`config.mk`:
```
export PLATFORM = sky130hd
export DESIGN_NAME = ir_prefetch_queue
export DESIGN_NICKNAME = d
export VERILOG_FILES = /design/src/rtl/ir_pkg.sv /design/src/rtl/ir_queue_ctrl.sv /design/src/rtl/ir_prefetch_queue.sv
export SDC_FILE = /design/constraint.sdc
export NUM_CORES = 1
export LEC_CHECK = 0
export ABC_AREA = 1
export CORE_UTILIZATION = 45
export CTS_CLUSTER_SIZE = 12
export DETAILED_ROUTE_END_ITERATION = 10
export PLACE_DENSITY = 0.78
export RECOVER_POWER = 25
export SYNTH_ARGS = -nofsm -noshare
export SYNTH_HDL_FRONTEND = slang
export SYNTH_SLANG_ARGS = --single-unit
```
`constraint.sdc`:
```
create_clock -name clk -period 4.3 [get_ports clk]
set_clock_uncertainty 0.05 [all_clocks]
set_input_delay 0.43 -clock clk [delete_from_list [all_inputs] [get_ports clk]]
set_output_delay 0.43 -clock clk [all_outputs]
set_load 0.1 [all_outputs]
```
`src/rtl/ir_pkg.sv`:
```
// ============================================================================
// Module  : ir_pkg
// Brief   : Shared widths, field typedefs and word-split helper for the
//           instruction prefetch queue.
// Revision: 1.0
// ============================================================================
`default_nettype none

package ir_pkg;

    localparam int INSTR_W_DEF   = 18;
    localparam int OPCODE_W_DEF  = 6;
    localparam int OPERAND_W_DEF = 12;

    typedef logic [OPCODE_W_DEF-1:0]  opcode_t;
    typedef logic [OPERAND_W_DEF-1:0] operand_t;

    typedef struct packed {
        opcode_t  opcode;
        operand_t operand;
    } instr_fields_t;

    function automatic instr_fields_t split_instr(input logic [INSTR_W_DEF-1:0] word);
        instr_fields_t f;
        f.opcode  = word[INSTR_W_DEF-1 -: OPCODE_W_DEF];
        f.operand = word[OPERAND_W_DEF-1:0];
        return f;
    endfunction

endpackage

`default_nettype wire

```
`src/rtl/ir_queue_ctrl.sv`:
```
// ============================================================================
// Module  : ir_queue_ctrl
// Brief   : Read/write pointer and occupancy tracking for the prefetch queue.
// Revision: 1.0
// ============================================================================
`default_nettype none

module ir_queue_ctrl
    import ir_pkg::*;
#(
    parameter int DEPTH = 2,
    parameter int PTR_W = 1,
    parameter int CNT_W = 2
) (
    input  logic             clk,
    input  logic             rst,
    input  logic             write_en,
    input  logic             consume,
    input  logic             flush,
    output logic             push_ok,
    output logic             pop_ok,
    output logic             full,
    output logic             empty,
    output logic [PTR_W-1:0] rd_ptr,
    output logic [PTR_W-1:0] wr_ptr,
    output logic [PTR_W-1:0] rd_ptr_next,
    output logic [CNT_W-1:0] count,
    output logic [CNT_W-1:0] count_next
);

    logic [PTR_W-1:0] r_rd_ptr;
    logic [PTR_W-1:0] r_wr_ptr;
    logic [PTR_W-1:0] w_wr_ptr_next;
    logic [CNT_W-1:0] r_count;
    logic             r_full;

    // Explicit wrap keeps DEPTH=1 (1-bit pointer pinned at 0) correct.
    function automatic logic [PTR_W-1:0] ptr_inc(input logic [PTR_W-1:0] p);
        logic [PTR_W-1:0] n;
        if (p == PTR_W'(DEPTH - 1)) n = '0;
        else                        n = p + PTR_W'(1);
        return n;
    endfunction

    assign empty   = (r_count == '0);
    assign full    = r_full;
    assign pop_ok  = consume && !empty && !flush;
    assign push_ok = write_en && (!r_full || pop_ok) && !flush;

    always_comb begin
        rd_ptr_next   = r_rd_ptr;
        w_wr_ptr_next = r_wr_ptr;
        count_next    = r_count;
        if (flush) begin
            rd_ptr_next   = '0;
            w_wr_ptr_next = '0;
            count_next    = '0;
        end else begin
            if (pop_ok)  rd_ptr_next   = ptr_inc(r_rd_ptr);
            if (push_ok) w_wr_ptr_next = ptr_inc(r_wr_ptr);
            if (push_ok && !pop_ok)      count_next = r_count + CNT_W'(1);
            else if (pop_ok && !push_ok) count_next = r_count - CNT_W'(1);
        end
    end

    always_ff @(posedge clk) begin
        if (rst) begin
            r_rd_ptr <= '0;
            r_wr_ptr <= '0;
            r_count  <= '0;
            r_full   <= 1'b0;
        end else begin
            r_rd_ptr <= rd_ptr_next;
            r_wr_ptr <= w_wr_ptr_next;
            r_count  <= count_next;
            r_full   <= (count_next == CNT_W'(DEPTH));
        end
    end

    assign rd_ptr = r_rd_ptr;
    assign wr_ptr = r_wr_ptr;
    assign count  = r_count;

endmodule

`default_nettype wire

```
`src/rtl/ir_prefetch_queue.sv`:
```
// ============================================================================
// Module  : ir_prefetch_queue
// Brief   : DEPTH-entry instruction prefetch queue with registered head
//           opcode/operand outputs and in-place operand increment.
//           Optional: define IR_PARITY_EN for an even-parity bit on datain.
// Revision: 1.0
// ============================================================================
`default_nettype none

module ir_prefetch_queue
    import ir_pkg::*;
#(
    parameter int INSTR_W   = INSTR_W_DEF,
    parameter int OPCODE_W  = OPCODE_W_DEF,
    parameter int OPERAND_W = OPERAND_W_DEF,
    parameter int DEPTH     = 2
) (
    input  logic                         clk,
    input  logic                         rst,
    input  logic                         write_en,
`ifdef IR_PARITY_EN
    input  logic [INSTR_W:0]             datain,
`else
    input  logic [INSTR_W-1:0]           datain,
`endif
    input  logic                         consume,
    input  logic                         inc_en,
    input  logic                         flush,
    output logic [OPERAND_W-1:0]         dataout,
    output logic [OPCODE_W-1:0]          instruction,
    output logic                         valid,
    output logic                         full,
    output logic [$clog2(DEPTH+1)-1:0]   count,
    output logic                         par_err
);

    localparam int PTR_W = (DEPTH > 1) ? $clog2(DEPTH) : 1;
    localparam int CNT_W = $clog2(DEPTH + 1);

    if (OPCODE_W + OPERAND_W != INSTR_W) begin : g_width_check
        $error("ir_prefetch_queue: OPCODE_W + OPERAND_W must equal INSTR_W");
    end
    if (DEPTH < 1 || (DEPTH & (DEPTH - 1)) != 0) begin : g_depth_check
        $error("ir_prefetch_queue: DEPTH must be a power of two >= 1");
    end

    logic                 w_push;
    logic                 w_pop;
    logic                 w_empty;
    logic [PTR_W-1:0]     w_rd_ptr;
    logic [PTR_W-1:0]     w_wr_ptr;
    logic [PTR_W-1:0]     w_rd_ptr_next;
    logic [CNT_W-1:0]     w_count_next;
    logic [INSTR_W-1:0]   w_data;
    logic                 w_inc;
    logic                 w_bypass;
    logic [INSTR_W-1:0]   w_head;
    logic [OPCODE_W-1:0]  w_head_opc;
    logic [OPERAND_W-1:0] w_head_opr;

    logic [INSTR_W-1:0]   r_mem [DEPTH];
    logic [OPERAND_W-1:0] r_dataout;
    logic [OPCODE_W-1:0]  r_instruction;
    logic                 r_valid;

    ir_queue_ctrl #(
        .DEPTH (DEPTH),
        .PTR_W (PTR_W),
        .CNT_W (CNT_W)
    ) u_ctrl (
        .clk         (clk),
        .rst         (rst),
        .write_en    (write_en),
        .consume     (consume),
        .flush       (flush),
        .push_ok     (w_push),
        .pop_ok      (w_pop),
        .full        (full),
        .empty       (w_empty),
        .rd_ptr      (w_rd_ptr),
        .wr_ptr      (w_wr_ptr),
        .rd_ptr_next (w_rd_ptr_next),
        .count       (count),
        .count_next  (w_count_next)
    );

`ifdef IR_PARITY_EN
    logic r_par_err;

    assign w_data = datain[INSTR_W-1:0];

    // Even parity: any odd reduction over data+parity is a mismatch.
    always_ff @(posedge clk) begin
        if (rst || flush)            r_par_err <= 1'b0;
        else if (w_push && ^datain)  r_par_err <= 1'b1;
    end

    assign par_err = r_par_err;
`else
    assign w_data  = datain;
    assign par_err = 1'b0;
`endif

    // Increment only applies to a resident head that is not leaving this cycle.
    assign w_inc    = inc_en && r_valid && !w_pop && !flush;
    // The next head is the word being written when nothing else remains.
    assign w_bypass = w_push && (w_wr_ptr == w_rd_ptr_next);

    always_comb begin
        w_head = r_mem[w_rd_ptr_next];
        if (w_bypass) w_head = w_data;
        w_head_opc = w_head[INSTR_W-1 -: OPCODE_W];
        w_head_opr = w_head[OPERAND_W-1:0];
        if (w_inc) w_head_opr = r_dataout + OPERAND_W'(1);
    end

    always_ff @(posedge clk) begin
        if (w_push) r_mem[w_wr_ptr] <= w_data;
        if (w_inc)  r_mem[w_rd_ptr] <= {r_instruction, w_head_opr};
    end

    always_ff @(posedge clk) begin
        if (rst || flush || (w_count_next == '0)) begin
            r_dataout     <= '0;
            r_instruction <= '0;
            r_valid       <= 1'b0;
        end else begin
            r_dataout     <= w_head_opr;
            r_instruction <= w_head_opc;
            r_valid       <= 1'b1;
        end
    end

    assign dataout     = r_dataout;
    assign instruction = r_instruction;
    assign valid       = r_valid;

endmodule

`default_nettype wire

```
* Word level (Yosys, flattened, before mapping)
Memory sizes are Yosys's and may differ from the RTL's.
Index checks and enable logic that the tools add are counted.
Widths: inputs -> output; s select.
** Storage, ports and cells
- Bits in registers :: 24
- RAM bits :: 36
- Input bits :: 24
- Output and inout port bits :: 23
- Logic and storage cells :: 50
- Memories kept :: 1
** Cells by class
- Add/sub/neg operators :: 5
- Equality and inequality tests :: 2
- Multiplexer cells :: 14
- Reductions and logical operators :: 21
** Memory list
- r_mem :: depth 2, bits a word 18, rd ports 1, clocked after Yosys merged registers in 0, write ports 2, RTL line ir_prefetch_queue.sv:61 : logic [INSTR_W-1:0] r_mem [DEPTH];
** Operators by type and width (count)
- $mux 18 :: 1
- $add 12x1->12 const B :: 1
- $mux 12 :: 1
- $logic_and 1x1->1 :: 10
- $mux 1 :: 9
- $mux 2 :: 3
- $logic_not 1->1 :: 5
- $logic_not 2->1 :: 2
- $logic_or 1x1->1 :: 3
- $add 1x1->1 const B :: 2
- $add 2x1->2 const B :: 1
- $eq 2x2->1 const B :: 1
- $reduce_or 2->1 :: 1
- $sub 2x1->2 const B :: 1
- $eq 1x1->1 :: 1

* Depth between registers and ports, before layout
- Depth after elaboration :: 15
- Gate-level depth with buffers :: 15
- Gate-level depth less buffers :: 14

* Hierarchy
From an unflattened synthesis, not the netlist that was laid out.
** Second synthesis, totals
- Cells, all modules :: 411
- Area, all modules :: 3261.9 µm²
** Modules (own cells, without submodules)
- ir_prefetch_queue :: times used 1, cells each 365, area an instance 2946.6 µm², sequential area each 1461.4 µm²
- ir_queue_ctrl :: times used 1, cells each 46, area an instance 315.3 µm², sequential area each 100.1 µm²

* Worst setup path after synthesis
OpenSTA, ideal clock, no wires.
- Kind :: register -> register
- Start point :: register u_ctrl.r_count[0], in the netlist u_ctrl.count[0]
- End point :: memory r_mem[0][0] (netlist bit) (enable)
- Library setup time :: 0.418 ns
- Data arrival time :: 3.004 ns
- Data required time :: 3.832 ns
- Setup slack :: 0.828 ns
- Cell stages (with the launch flop) :: 8
- Path buffers :: 0
- Clock period less this slack :: 3.472 ns
- Cell sequence :: dfxtp_1 > inv_1 > ha_1 > inv_1 > nand2_2 > nand2_1 > nand2_2 > o21ai_0
** RTL lines
- start, declared :: RTL line ir_queue_ctrl.sv:34 : logic [CNT_W-1:0] r_count;
- start signal, assigned :: RTL line ir_queue_ctrl.sv:75 : r_count <= count_next;
- end, declared :: RTL line ir_prefetch_queue.sv:61

==> results_dict.tcl <==
set metrics [dict create \
    outcome "finished clean" \
    wirelength_um 7920 \
    ir_worst_vdd_mv 0.194 \
    area.growth.synth_to_final_pct 19.8 \
    path_cells "inv_1 > ha_1 > inv_1 > nand2_1 > nand2_1 > nand3_1 > inv_1 > nand2_1 > nand2_1 > nand2_1 > nand3_1 > nand3_1 > nand2_1" \
    synthDistinctLibCells 28 \
    required_ps 4460 \
    cpPeakStageDelay_ps 730 \
    antenna_left 0 \
    via_per_inst 5.20 \
    fin_nets 491 \
    critical_path_class "reg -> reg" \
    cp-start-kind "flip-flop" \
    fin_crit_sh_pct 75.7 \
    finalMaxSlewViolations 0 \
    ctsHoldBuffers 0 \
    avgSynthCellArea_sq_um 7.73 \
    cp-end-kind "flip-flop" \
    power_leakage_nw 1.65 \
    cts_setup_buffers 0 \
    grt_pass1_vias 2781 \
    slowest_stage "nand3_1" \
    setup_tns_ps 0 \
    finalHoldViolations 0 \
    worst-path-max-fanout 24 \
    final.min_clock_period_ps 3250 \
    cp.arrival_ps 3420 \
    placementRows 30 \
    relSlewSlack_pct 33.9 \
    grt_max_degree 25 \
    clock_path_buffers 2 \
    die_h_um 86.8 \
    port_buffers 45 \
    clkSlewWorstSetupHoldPaths_ps 70 \
    num_io_pins 47 \
    cts_tree "done" \
    cap_violations 0 \
    ys.flop_type "edfxtp_1" \
    setup_viol 0 \
    cpLargestDelayFamily "simple AND/OR/NAND/NOR gates" \
    syn_inst 419 \
    antenna_found_initial 0 \
    grt_usage_pct 22.5 \
    first_iter_violations 234 \
    crit_top_cell "nand2_1" \
    cp_num_buf_inv 3 \
    first_pass_iters 6 \
    ys_warn_count 0 \
    fin_util_pct 56.4 \
    drive_gt1_share_pct 6.60 \
    yosysSeqAreaShare_pct 48.2 \
    synth_edf_count 36 \
    cts.sinks 60 \
    fp.dieW_um 86.8 \
    clock.fmax_mhz 307 \
    cts_buffers 9 \
    syn-cell-area_sq_um 3240 \
    min_path_type "reg -> reg" \
    powerDensity_nw_per_um2 344 \
    htreeDepth 3 \
    syn_nets 445 \
    start_util_pct 47.1 \
    globalplace.congestion 0.902 \
    synth_top_area_share_pct 33.4 \
    yosysMostFrequentCell "nand2_1" \
    fillers 649 \
    yosysTopAreaCell "edfxtp_1" \
    synthArstFlopShare_pct 0 \
    netlist_top_cells_count "nand2_1, nand3_1, edfxtp_1, inv_1, o21ai_0" \
    grt_pass1_wl_um 12700 \
    wl_per_cell_um 14.0 \
    core_sq_um 6870 \
    drc_errors 0 \
    synth_area_leaders "edfxtp_1, nand2_1, dfxtp_1, nand3_1, o21ai_0" \
    worstMarginPinSlew_ps 989 \
    cts_root_buffer "clkbuf_8" \
    dieArea_sq_um 7540 \
    cts_resized 0 \
    insertion_delay_ps 340 \
    hpwl_um 5560 \
    rsz0062_at_grt "false" \
    ys_ff_latch 60 \
    grt-ovfl-total 0 \
    vias 2944 \
    n_antenna_cell 0 \
]
worst paths after layout:
kind	startpoint	end	slack [ps]	depth (start not counted)
setup / recovery	u_ctrl.count[0]	r_mem[1][8]	1050	13
hold reg to reg	instruction[3]	r_mem[1][15]	570	2
setup reg to reg	u_ctrl.count[0]	r_mem[1][8]	1050	13
hold / removal	instruction[3]	r_mem[1][15]	570	2
metal layers:
layer,up-vias,track usage (%),part of all wire (%),routed length (um)
met2,138,36.5,48,3770
met5,-,0,0,0
met4,0,12.6,2.8,218
li1,1455,-,-,-
met1,1330,28.4,42,3300
met3,21,4.10,7.9,629
sequential cells by signal, summed over array words and instances (netlist names):
| register | count |
|---|---|
| u_ctrl.full | 1 |
| u_ctrl.wr_ptr | 1 |
| u_ctrl.rd_ptr | 1 |
| r_mem | 36 |
| instruction | 6 |
| u_ctrl.count | 2 |
| valid | 1 |
| dataout | 12 |
cells in the final DEF, fill, tap and decap left out:
master	instances
nor2_1	22
dlygate4sd3_1	4
o21ai_0	33
nand3b_1	1
ha_1	2
conb_1	1
nand4_1	10
xor2_1	5
nand3_1	39
nand3_4	1
bufinv_16	1
buf_4	5
clkdlybuf4s50_1	41
clkinv_2	3
clkbuf_8	9
inv_2	1
dfxtp_1	24
nand2_1	162
a21oi_2	1
nor3_1	4
inv_1	39
o21ai_1	2
edfxtp_1	36
inv_4	1
a21oi_1	12
nand2_2	6
o22ai_1	1
clkinvlp_4	3
and2_0	1
worst reg2reg max path: stages (launching register included):
cell and delay, ps:
dfxtp_1 360, inv_1 70, ha_1 200, inv_1 90, nand2_1 150, nand2_1 200, nand3_1 730, inv_1 730
nand2_1 110, nand2_1 80, nand2_1 70, nand3_1 140, nand3_1 80, nand2_1 60
power breakdown:
part	internal [mW]	switching, mW	total, mW
clock network	0.264	0.233	0.497
logic	0.0621	0.135	0.197
registers	0.628	0.00981	0.638
total	0.954	0.378	1.33
stage by stage:
| step | cell area [sq um] | setup WS (ps) | hold slack [ps] | cells | power (mW) |
|---|---|---|---|---|---|
| after global placement | 3740 | 1380 | 540 | 550 | 0.847 |
| after global routing | 3880 | 716 | 589 | 566 | 1.38 |
| after floorplan | 3240 | 828 | 452 | 419 | 0.790 |
| after detailed placement | 3740 | 1320 | 551 | 550 | 0.851 |
| after CTS | 3930 | 1610 | 568 | 566 | 1.34 |
| final | 3880 | 1050 | 566 | 566 | 1.33 |
cell families (layout without fill, tap and decap cells):
group	Yosys count	in the layout	synth area share, %
fa+ha+maj	2	2	0.773
buf+inv	56	107	8.19
compound gates	49	49	8.31
simple gates	246	246	33.0
flops	60	60	48.2
xor+xnor	5	5	1.35
other cells	1	1	0.116
final cells by class:
class / count / area, sq um / share of cell area, %
inverter: 41 / 156 / 4.03
timing repair buffer: 50 / 488 / 12.6
multi-input combinational: 303 / 1360 / 35.1
clock buffer: 9 / 124 / 3.19
clock inverter: 7 / 67.6 / 1.74
sequential: 60 / 1560 / 40.3
tap: 96 / 120 / 3.10
Power figures use the tool's default switching activity.
